## src/rtl/fb_pkg.sv

```systemverilog
// Shared constants and FSM state type for the frame-buffer fetch scheduler.
package fb_pkg;
   localparam int H_AREA       = 640;
   localparam int V_AREA       = 480;
   localparam int V_TOTAL      = 525;
   localparam int SCALE_LOG2   = 2;
   localparam int WORD_W       = 8;
   localparam int X_DATA_WIDTH = 9;
   localparam int Y_DATA_WIDTH = 9;

   localparam int SRC_W       = H_AREA >> SCALE_LOG2;
   localparam int SRC_H       = V_AREA >> SCALE_LOG2;
   localparam int LINE_WORDS  = SRC_W / WORD_W;
   localparam int FRAME_WORDS = LINE_WORDS * SRC_H;
   localparam int ADDR_W      = 13;
   localparam int OFS_W       = ADDR_W - 1;
   localparam int IDX_W       = 5;

   typedef enum logic [1:0] {IDLE, FETCH, LAST} fsm_e;
endpackage

```

## src/rtl/fb_line_buf.sv

```systemverilog
// Ping-pong line buffer: two source lines of LINE_WORDS words each,
// one synchronous write port and one combinational read port.
module fb_line_buf
   import fb_pkg::*;
(
   input  logic              clk_i,
   input  logic              we_i,
   input  logic              wsel_i,
   input  logic [IDX_W-1:0]  waddr_i,
   input  logic [WORD_W-1:0] wdata_i,
   input  logic              rsel_i,
   input  logic [IDX_W-1:0]  raddr_i,
   output logic [WORD_W-1:0] rdata_o
);
   localparam logic [IDX_W-1:0] LAST_IDX = IDX_W'(LINE_WORDS - 1);

   logic [WORD_W-1:0] line_q [2][LINE_WORDS];

   always_ff @(posedge clk_i) begin
      if (we_i && (waddr_i <= LAST_IDX)) line_q[wsel_i][waddr_i] <= wdata_i;
   end

   // Columns past the visible area index beyond the line; read them as dark.
   always_comb begin
      rdata_o = '0;
      if (raddr_i <= LAST_IDX) rdata_o = line_q[rsel_i][raddr_i];
   end
endmodule

```

## src/rtl/fb_fetch_sched.sv

```systemverilog
// Frame-buffer scheduler: line prefetch (priority) vs. streaming loader, bank swap, 4x upscale.
// Optional FB_UNDERRUN_BLANK_EN: blank lines whose prefetch was skipped by an overrun.
//
// state | meaning
// IDLE  | loader may write the back bank
// FETCH | issuing LINE_WORDS reads from the front bank
// LAST  | capturing the final read word
module fb_fetch_sched
   import fb_pkg::*;
(
   input  logic                  CLK_50,
   input  logic                  reset_n,
   input  logic                  pixel_clk_en,
   input  logic [X_DATA_WIDTH:0] x_pos,
   input  logic [Y_DATA_WIDTH:0] y_pos,
   input  logic                  ld_valid,
   input  logic [WORD_W-1:0]     ld_data,
   output logic                  ld_ready,
   output logic [ADDR_W-1:0]     mem_addr,
   output logic                  mem_we,
   output logic [WORD_W-1:0]     mem_wdata,
   input  logic [WORD_W-1:0]     mem_rdata,
   output logic                  pixel_on,
   output logic                  front_bank,
   output logic                  frame_swap,
   output logic                  fetch_overrun
);
   localparam int XW = X_DATA_WIDTH + 1;
   localparam int YW = Y_DATA_WIDTH + 1;
   localparam int RW = YW - SCALE_LOG2;
   localparam logic [XW-1:0]    X_VIS    = XW'(H_AREA);
   localparam logic [YW-1:0]    Y_VIS    = YW'(V_AREA);
   localparam logic [YW-1:0]    Y_LAST   = YW'(V_TOTAL - 1);
   localparam logic [IDX_W-1:0] CNT_LAST = IDX_W'(LINE_WORDS - 1);
   localparam logic [OFS_W-1:0] WR_LAST  = OFS_W'(FRAME_WORDS - 1);

   fsm_e              state_q, state_d;
   logic [OFS_W-1:0]  rd_ptr_q, rd_ptr_d, wr_ptr_q, wr_ptr_d, row_base;
   logic [IDX_W-1:0]  cnt_q, cnt_d, cnt_d1_q;
   logic              dst_q, dst_d, fetch_d1_q;
   logic              back_full_q, back_full_d, front_q, front_d;
   logic              swap_q, swap_d, overrun_q, overrun_d, pixel_q, pixel_d;
   logic [YW-1:0]     next_y;
   logic [RW-1:0]     row;
   logic              trig, rdy, hs, lit, buf_ok;
   logic [WORD_W-1:0] rword;

   always_comb begin
      next_y   = (y_pos == Y_LAST) ? '0 : y_pos + YW'(1);
      row      = next_y[YW-1:SCALE_LOG2];
      row_base = (OFS_W'(row) << 4) + (OFS_W'(row) << 2);
      trig     = pixel_clk_en && (x_pos == X_VIS) && (next_y < Y_VIS)
                 && (next_y[SCALE_LOG2-1:0] == '0);
      rdy      = reset_n && (state_q == IDLE) && !trig && !back_full_q;
      hs       = rdy && ld_valid;
   end

`ifdef FB_UNDERRUN_BLANK_EN
   logic [1:0] valid_q, valid_d;

   always_comb begin
      valid_d = valid_q;
      if (state_q == LAST) valid_d[dst_q] = 1'b1;
      if (trig && (state_q != IDLE)) valid_d[row[0]] = 1'b0;
   end

   always_ff @(posedge CLK_50) begin
      if (!reset_n) valid_q <= '0;
      else          valid_q <= valid_d;
   end

   assign buf_ok = valid_q[y_pos[SCALE_LOG2]];
`else
   assign buf_ok = 1'b1;
`endif

   fb_line_buf u_line_buf (
      .clk_i   (CLK_50),
      .we_i    (fetch_d1_q),
      .wsel_i  (dst_q),
      .waddr_i (cnt_d1_q),
      .wdata_i (mem_rdata),
      .rsel_i  (y_pos[SCALE_LOG2]),
      .raddr_i (x_pos[X_DATA_WIDTH:SCALE_LOG2+3]),
      .rdata_o (rword)
   );

   assign lit = (x_pos < X_VIS) && (y_pos < Y_VIS) && buf_ok
                && rword[3'd7 - x_pos[SCALE_LOG2+2:SCALE_LOG2]];

   always_comb begin
      state_d     = state_q;
      rd_ptr_d    = rd_ptr_q;
      cnt_d       = cnt_q;
      dst_d       = dst_q;
      wr_ptr_d    = wr_ptr_q;
      back_full_d = back_full_q;
      front_d     = front_q;
      overrun_d   = overrun_q;
      swap_d      = 1'b0;
      pixel_d     = pixel_q;
      case (state_q)
         IDLE: begin
            if (trig) begin
               state_d  = FETCH;
               rd_ptr_d = row_base;
               cnt_d    = '0;
               dst_d    = row[0];
            end
         end
         FETCH: begin
            rd_ptr_d = rd_ptr_q + OFS_W'(1);
            cnt_d    = cnt_q + IDX_W'(1);
            if (cnt_q == CNT_LAST) state_d = LAST;
         end
         LAST:    state_d = IDLE;
         default: state_d = IDLE;
      endcase
      if (trig && (state_q != IDLE)) overrun_d = 1'b1;
      if (hs) begin
         if (wr_ptr_q == WR_LAST) begin
            wr_ptr_d    = '0;
            back_full_d = 1'b1;
         end else begin
            wr_ptr_d = wr_ptr_q + OFS_W'(1);
         end
      end
      // Swap only at the first pixel strobe of vertical blank, and only with a complete back frame.
      if (pixel_clk_en && (x_pos == '0) && (y_pos == Y_VIS) && back_full_q) begin
         front_d     = ~front_q;
         back_full_d = 1'b0;
         swap_d      = 1'b1;
      end
      if (pixel_clk_en) pixel_d = lit;
   end

   always_comb begin
      mem_addr  = '0;
      mem_we    = 1'b0;
      mem_wdata = '0;
      if (reset_n && (state_q == FETCH)) begin
         mem_addr = {front_q, rd_ptr_q};
      end else if (hs) begin
         mem_addr  = {~front_q, wr_ptr_q};
         mem_we    = 1'b1;
         mem_wdata = ld_data;
      end
   end

   always_ff @(posedge CLK_50) begin
      if (!reset_n) begin
         state_q     <= IDLE;
         rd_ptr_q    <= '0;
         cnt_q       <= '0;
         cnt_d1_q    <= '0;
         dst_q       <= 1'b0;
         fetch_d1_q  <= 1'b0;
         wr_ptr_q    <= '0;
         back_full_q <= 1'b0;
         front_q     <= 1'b0;
         swap_q      <= 1'b0;
         overrun_q   <= 1'b0;
         pixel_q     <= 1'b0;
      end else begin
         state_q     <= state_d;
         rd_ptr_q    <= rd_ptr_d;
         cnt_q       <= cnt_d;
         cnt_d1_q    <= cnt_q;
         dst_q       <= dst_d;
         fetch_d1_q  <= (state_q == FETCH);
         wr_ptr_q    <= wr_ptr_d;
         back_full_q <= back_full_d;
         front_q     <= front_d;
         swap_q      <= swap_d;
         overrun_q   <= overrun_d;
         pixel_q     <= pixel_d;
      end
   end

   assign ld_ready      = rdy;
   assign pixel_on      = pixel_q;
   assign front_bank    = front_q;
   assign frame_swap    = swap_q;
   assign fetch_overrun = overrun_q;
endmodule

```

## config.mk

```make
export PLATFORM = sky130hd
export DESIGN_NAME = fb_fetch_sched
export DESIGN_NICKNAME = d
export VERILOG_FILES = /design/src/rtl/fb_pkg.sv /design/src/rtl/fb_line_buf.sv /design/src/rtl/fb_fetch_sched.sv
export SDC_FILE = /design/constraint.sdc
export NUM_CORES = 1
export LEC_CHECK = 0
export BUFFER_PORTS_ARGS = -buffer_cell sky130_fd_sc_hd__buf_2
export CAP_MARGIN = 20
export CORE_MARGIN = 4
export CORE_UTILIZATION = 55
export DETAILED_ROUTE_END_ITERATION = 6
export HOLD_SLACK_MARGIN = 0.05
export PLACE_DENSITY = 0.84
export SLEW_MARGIN = 30
export SYNTH_ARGS = -nofsm -noshare
export SYNTH_HDL_FRONTEND = slang
export SYNTH_HIERARCHICAL = 1
export SYNTH_SLANG_ARGS = --single-unit
```

## constraint.sdc

```tcl
create_clock -name CLK_50 -period 2.71 [get_ports CLK_50]
set_input_delay 0.542 -clock CLK_50 [delete_from_list [all_inputs] [get_ports CLK_50]]
set_output_delay 0.542 -clock CLK_50 [all_outputs]
set_load 0.03 [all_outputs]
```

### Word-level counts from Yosys, hierarchy flattened

Memories as Yosys holds them, arrays and structs flattened.
Index checks and enable logic that the tools add are counted.

* $add $sub $neg: 6
* bitwise operators: 4
* muxes and demuxes: 26
* reductions and logical operators: 28
* $lt $le $gt $ge: 9
* equal/unequal tests: 8

Operator list (number)
* $mux 160: 1
* $mux 8: 6
* $bmux 8 s5: 1
* $demux 8 s5: 1
* $mux 13: 2
* $add 12x1->12 const B: 2
* $mux 12: 2
* $pmux 12 s2: 1
* $eq 10x10->1 const B: 2
* $lt 10x9->1 const B: 2
* $logic_and 1x1->1: 16
* $add 12x10->12: 1
* $eq 12x12->1 const B: 1
* $ge 6x6->1 const B: 2
* $not 5->6: 2
* $add 10x1->10 const B: 1
* $eq 10x9->1 const B: 1
* $le 5x5->1 const B: 2
* $logic_not 10->1: 1
* $lt 10x10->1 const B: 1
* $mux 10: 1
* $pmux 5 s2: 1
* $reduce_and 2->1: 4
* $lt 6x1->1 const B: 1
* other kinds (16): 26

* bits in writable memories: 320
* word-level logic and storage cells: 94
* bits of input ports: 40
* output and inout bits: 27
* memories kept: 1
* register bits: 43

Memory list
* u_line_buf.line_q: words 2, bits a word 160, read ports 1, clocked after Yosys merged registers in 0, wr ports 1, RTL line fb_line_buf.sv:17 `logic [WORD_W-1:0] line_q [2][LINE_WORDS];`

### Depth between registers and ports, before layout

* depth after elaboration: 11
* mapped depth: 16
* gate-level depth less buffers: 16

### Hierarchy

Netlist, hierarchy kept.

By module, submodules not included
* fb_line_buf: area an instance 12618.4 µm², times used 1, cells an instance 632, sequential area each 9609.2 µm²
* fb_fetch_sched: area an instance 2736.4 µm², times used 1, cells an instance 336, sequential area each 860.8 µm²

### Worst setup path after synthesis

OpenSTA, ideal clock, no wires.

* path type: input-to-output
* start point: input port y_pos[0]
* end point: output port ld_ready
* data arrival time: 2.512 ns
* data required time: 2.168 ns
* path slack: -0.344 ns
* stages on the path: 8
* path through: inv_1 ha_1 nor2b_1 and3_1 o211ai_2 a32o_2 nor2_1 nor4_1

* word-level cells in the longest chain between the ends: 8
* elaborated cells on any way between the ends: 10
* those cells by class: add/sub: 1; order compare: 1; eq/ne: 1; mux: 1; reduce/logical: 6

Ends and longest elaborated chain
* start: declaration: RTL line fb_fetch_sched.sv:15 `input logic [Y_DATA_WIDTH:0] y_pos,`
* $add 10x1->10 / $eq 10x10->1 (equally long branches): RTL line fb_fetch_sched.sv:49 `next_y = (y_pos == Y_LAST) ? '0 : y_pos + YW'(1);`
* $mux 10 *: RTL line fb_fetch_sched.sv:49
* $lt 10x9->1: RTL line fb_fetch_sched.sv:52 `trig = pixel_clk_en && (x_pos == X_VIS) && (next_y < Y_VIS)`
* $logic_and 1x1->1: RTL line fb_fetch_sched.sv:52
* $logic_and 1x1->1 *: RTL line fb_fetch_sched.sv:53 `&& (next_y[SCALE_LOG2-1:0] == '0);`
* $logic_not 1->1 *: RTL line fb_fetch_sched.sv:54 `rdy = reset_n && (state_q == IDLE) && !trig && !back_full_q;`
* $logic_and 1x1->1 * (2 in a row): RTL line fb_fetch_sched.sv:54
* end: declaration: RTL line fb_fetch_sched.sv:18 `output logic ld_ready,`

Every way passes the cells marked *; elsewhere a longest branch is shown, timed or not.

### Worst setup path after layout

* start point: input port y_pos[0]
* end point: output port mem_addr[5]

* word-level cells in the longest chain between the ends: 11
* elaborated cells on any way between the ends: 13
* those cells by class: add/sub: 1; order compare: 1; eq/ne: 1; mux: 3; reduce/logical: 7

Ends and longest elaborated chain
* $add 10x1->10 / $eq 10x10->1 (equally long branches): RTL line fb_fetch_sched.sv:49
* $mux 10 *: RTL line fb_fetch_sched.sv:49
* $lt 10x9->1: RTL line fb_fetch_sched.sv:52
* $logic_and 1x1->1: RTL line fb_fetch_sched.sv:52
* $logic_and 1x1->1 *: RTL line fb_fetch_sched.sv:53
* $logic_not 1->1 *: RTL line fb_fetch_sched.sv:54
* $logic_and 1x1->1 * (2 in a row): RTL line fb_fetch_sched.sv:54
* $logic_and 1x1->1 *: RTL line fb_fetch_sched.sv:55 `hs = rdy && ld_valid;`
* $mux 13 *: RTL line fb_fetch_sched.sv:143 `end else if (hs) begin`
* $mux 13 *: RTL line fb_fetch_sched.sv:141 `if (reset_n && (state_q == FETCH)) begin`
* end: declaration: RTL line fb_fetch_sched.sv:19 `output logic [ADDR_W-1:0] mem_addr,`

Marks and branches as above.

==> metrics.txt <==
status=complete, but fails checks; failing checks=negative setup slack; Mapped Avg Cell Area=15.86 sq um; met2 Use GR=44.73%; VDD IR max=0.5281 mV; drt via density=6.520; Netlist cell types=63; Worst EP arrival=2.27 ns; PnR worst setup slack=-0.1041 ns; layout cell share with drive strength beyond 1=33.63%; Starting Density=56.50%; top cells by count, synth=edfxtp_1, nor2_1, mux2i_1, mux4_2, nand2_1; Yosys reg bits=363; Tot GR Track Use=26.45%; Sink Count=363; Peak Freq=0.3554 GHz; DRC Markers=0; Congestion Overflow GR=0; insertion delay to the later sink of the worst-skew pair=0.52 ns; synth top area cells=edfxtp_1, mux4_2, dfxtp_1; Detailed Route Iter0 Violations=1596; Final Hold Fails=0; cell with the most instances after synthesis=edfxtp_1; minimum clock period=2.814 ns; wire per inst=25.88 um; pwr dens=636.6 nW/um^2; Main synth FF type=edfxtp_1; syn_nets=1020; die width=175.1 um; die area=30650 sq um; worst r2r path cells=11; max-cap violation count=0; standard-cell rows=60; Mapped Area=15350 sq um; grt met1 use=34.47%; Worst Hold Path EP=frame_swap; area growth from synthesis to layout=23.95%; vias in the first global route=10551; CTS Root Cell=clkbuf_16; RSZ-0062 raised after global routing=true; Slew HR=40.74%; first-pass GRT wire length=62090 um; cts hold-fix bufs=0; most used routing layer=met2; final slew viol count=0; number of H-tree levels=2; largest area contributor in the netlist=edfxtp_1; Final Skew=0.01804 ns; I/O Pins=67; TritonCTS Buffers=37; antenna violations before repair=0; PortBufs=66; async set-reset flop share out of synthesis=0%; Final Setup Violations=18; Finished Layout Cells=1591; TritonRoute pass-1 iters=6; Post-DRT Antenna Nets=0; Layout Utilization=70.03%; period utilization=103.8%; CP required=2.17 ns; DRT Wirelength=41180 um; clock buffer depth=3; hold path depth=4; r2r setup slk=-0.04 ns; hold crit path type=in -> reg; share of the synthesized area in the top cell type=62.58%; via count=10373; Clock transition at path regs=0.07 ns; critical path class=in -> out; CTS tree=done; fin nets=1244; RR Endpoint=pixel_on; worst slew pin tran=0.8857 ns; critical path endpoint category=output port; sequential fraction of the synthesis area=68.19%; EDFF count, synth=320; hold path start=y_pos[4]; Worst Path Max Fanout=6; nature of the critical path startpoint=primary input; largest net degree at the start of global routing=41; worst r2r src=u_line_buf/line_q[1][115]; Yosys warnings=6; Mapped Cells=968; routability congestion estimate=0.9199; ant diodes=0; die height=175.1 um; GR Util met3=5.041%; core box area=27180 sq um; dpl cells=1490; post-detail-place hpwl=24310 um; LEAKAGE=6.751 nW
==> critical path, stage by stage <==
cell and delay [ns]:
buf_8 0.08, buf_6 0.10, buf_6 0.09, and2_4 0.15
nand3_4 0.13, xnor2_4 0.16, a32oi_2 0.26, a21o_4 0.28
inv_6 0.07, a22o_4 0.26, buf_6 0.14
==> kinds of logic after synthesis <==
group                    Yosys count  synth area share (%)
buffers and inverters             53                 1.825
AO/OA/AOI/OAI                    133                 5.900
flip-flops                       363                 68.19
XOR/XNOR                          10                0.6682
adder cells (fa/ha/maj)           12                 1.027
AND/OR/NAND/NOR                  261                 8.523
multiplexers                     136                 13.87
==> per-layer routing <==
metal	routed length, um	vias up
met5	0	-
met4	1891	0
met3	4404	161
met2	20600	778
met1	14290	5145
li1	-	4289
==> registers in the layout (all words and copies together), names as in the netlist, 2 cells and up <==
name,flops
u_line_buf/line_q,320
state_q,2
rd_ptr_q,12
wr_ptr_q,12
cnt_q,5
cnt_d1_q,5
==> power by group <==
group | switching [mW] | internal [mW]
combinational | 0.496 | 0.420
sequential | 0.00608 | 6.08
clock | 2.04 | 3.07
==> final cells by class <==
class	count	area, sq um
timing repair buffer	224	1892
timing repair inverter	2	20.02
clock inverter	20	229.0
tap	372	465.4
sequential	363	10470
fill	1584	8144
clock buffer	46	989.7
inverter	12	57.56
multi-input combinational	552	4908
==> stage by stage <==
stage                     hold slack (ns)  total power, mW  setup slack (ns)  cell area, sq um  TNS [ns]
after floorplan                    0.4446            6.610          -0.09553             15440  -0.09553
after global placement             0.4487            6.935           -0.4641             17000    -9.699
after detailed placement           0.4708            6.958           -0.5277             17000    -12.73
after CTS                          0.3656            12.08          -0.02596             18850  -0.09044
after global routing               0.4009            12.47           -0.1528             19030    -2.418
final                              0.4024            12.12           -0.1041             19030    -1.119
==> what timing repair did <==
item                                    4_1_cts  5_1_grt
setup buffers                                26        7
pin swaps                                    35       12
endpoints found under the setup margin       24       26
cloned                                        3        0
gates resized for setup                      91       42
==> cell usage in the layout (no fill, tap or decap), types with 9 or more instances in the layout <==
cell / synthesis / routed
o22ai_1: 14 / 13
mux4_2: 60 / 60
buf_2: 12 / 37
nand3_1: 27 / 27
and3_1: 10 / 9
edfxtp_1: 320 / 320
clkbuf_16: 0 / 37
and2_1: 19 / 13
clkinv_1: 1 / 10
nor2_1: 75 / 74
nand4_1: 10 / 10
dfxtp_1: 43 / 43
buf_6: 6 / 32
a21oi_1: 26 / 23
nand2_1: 51 / 49
o21ai_0: 24 / 20
mux2i_1: 62 / 59
nor3_1: 19 / 15
nor2b_1: 11 / 9
buf_4: 5 / 141
a22o_1: 14 / 13
==> worst max-delay path by stage <==
stage / from / to / slack (ns) / depth (start not counted)
floorplan: y_pos[2] / pixel_on / -0.1 / 11
global placement: y_pos[2] / pixel_on / -0.46 / 13
detailed placement: x_pos[5] / pixel_on / -0.53 / 12
CTS: y_pos[0] / mem_addr[4] / -0.03 / 11
global route: x_pos[4] / mem_addr[5] / -0.15 / 10
finish: y_pos[0] / mem_addr[5] / -0.10 / 11
No activity file was read; power rests on OpenSTA's default activity.
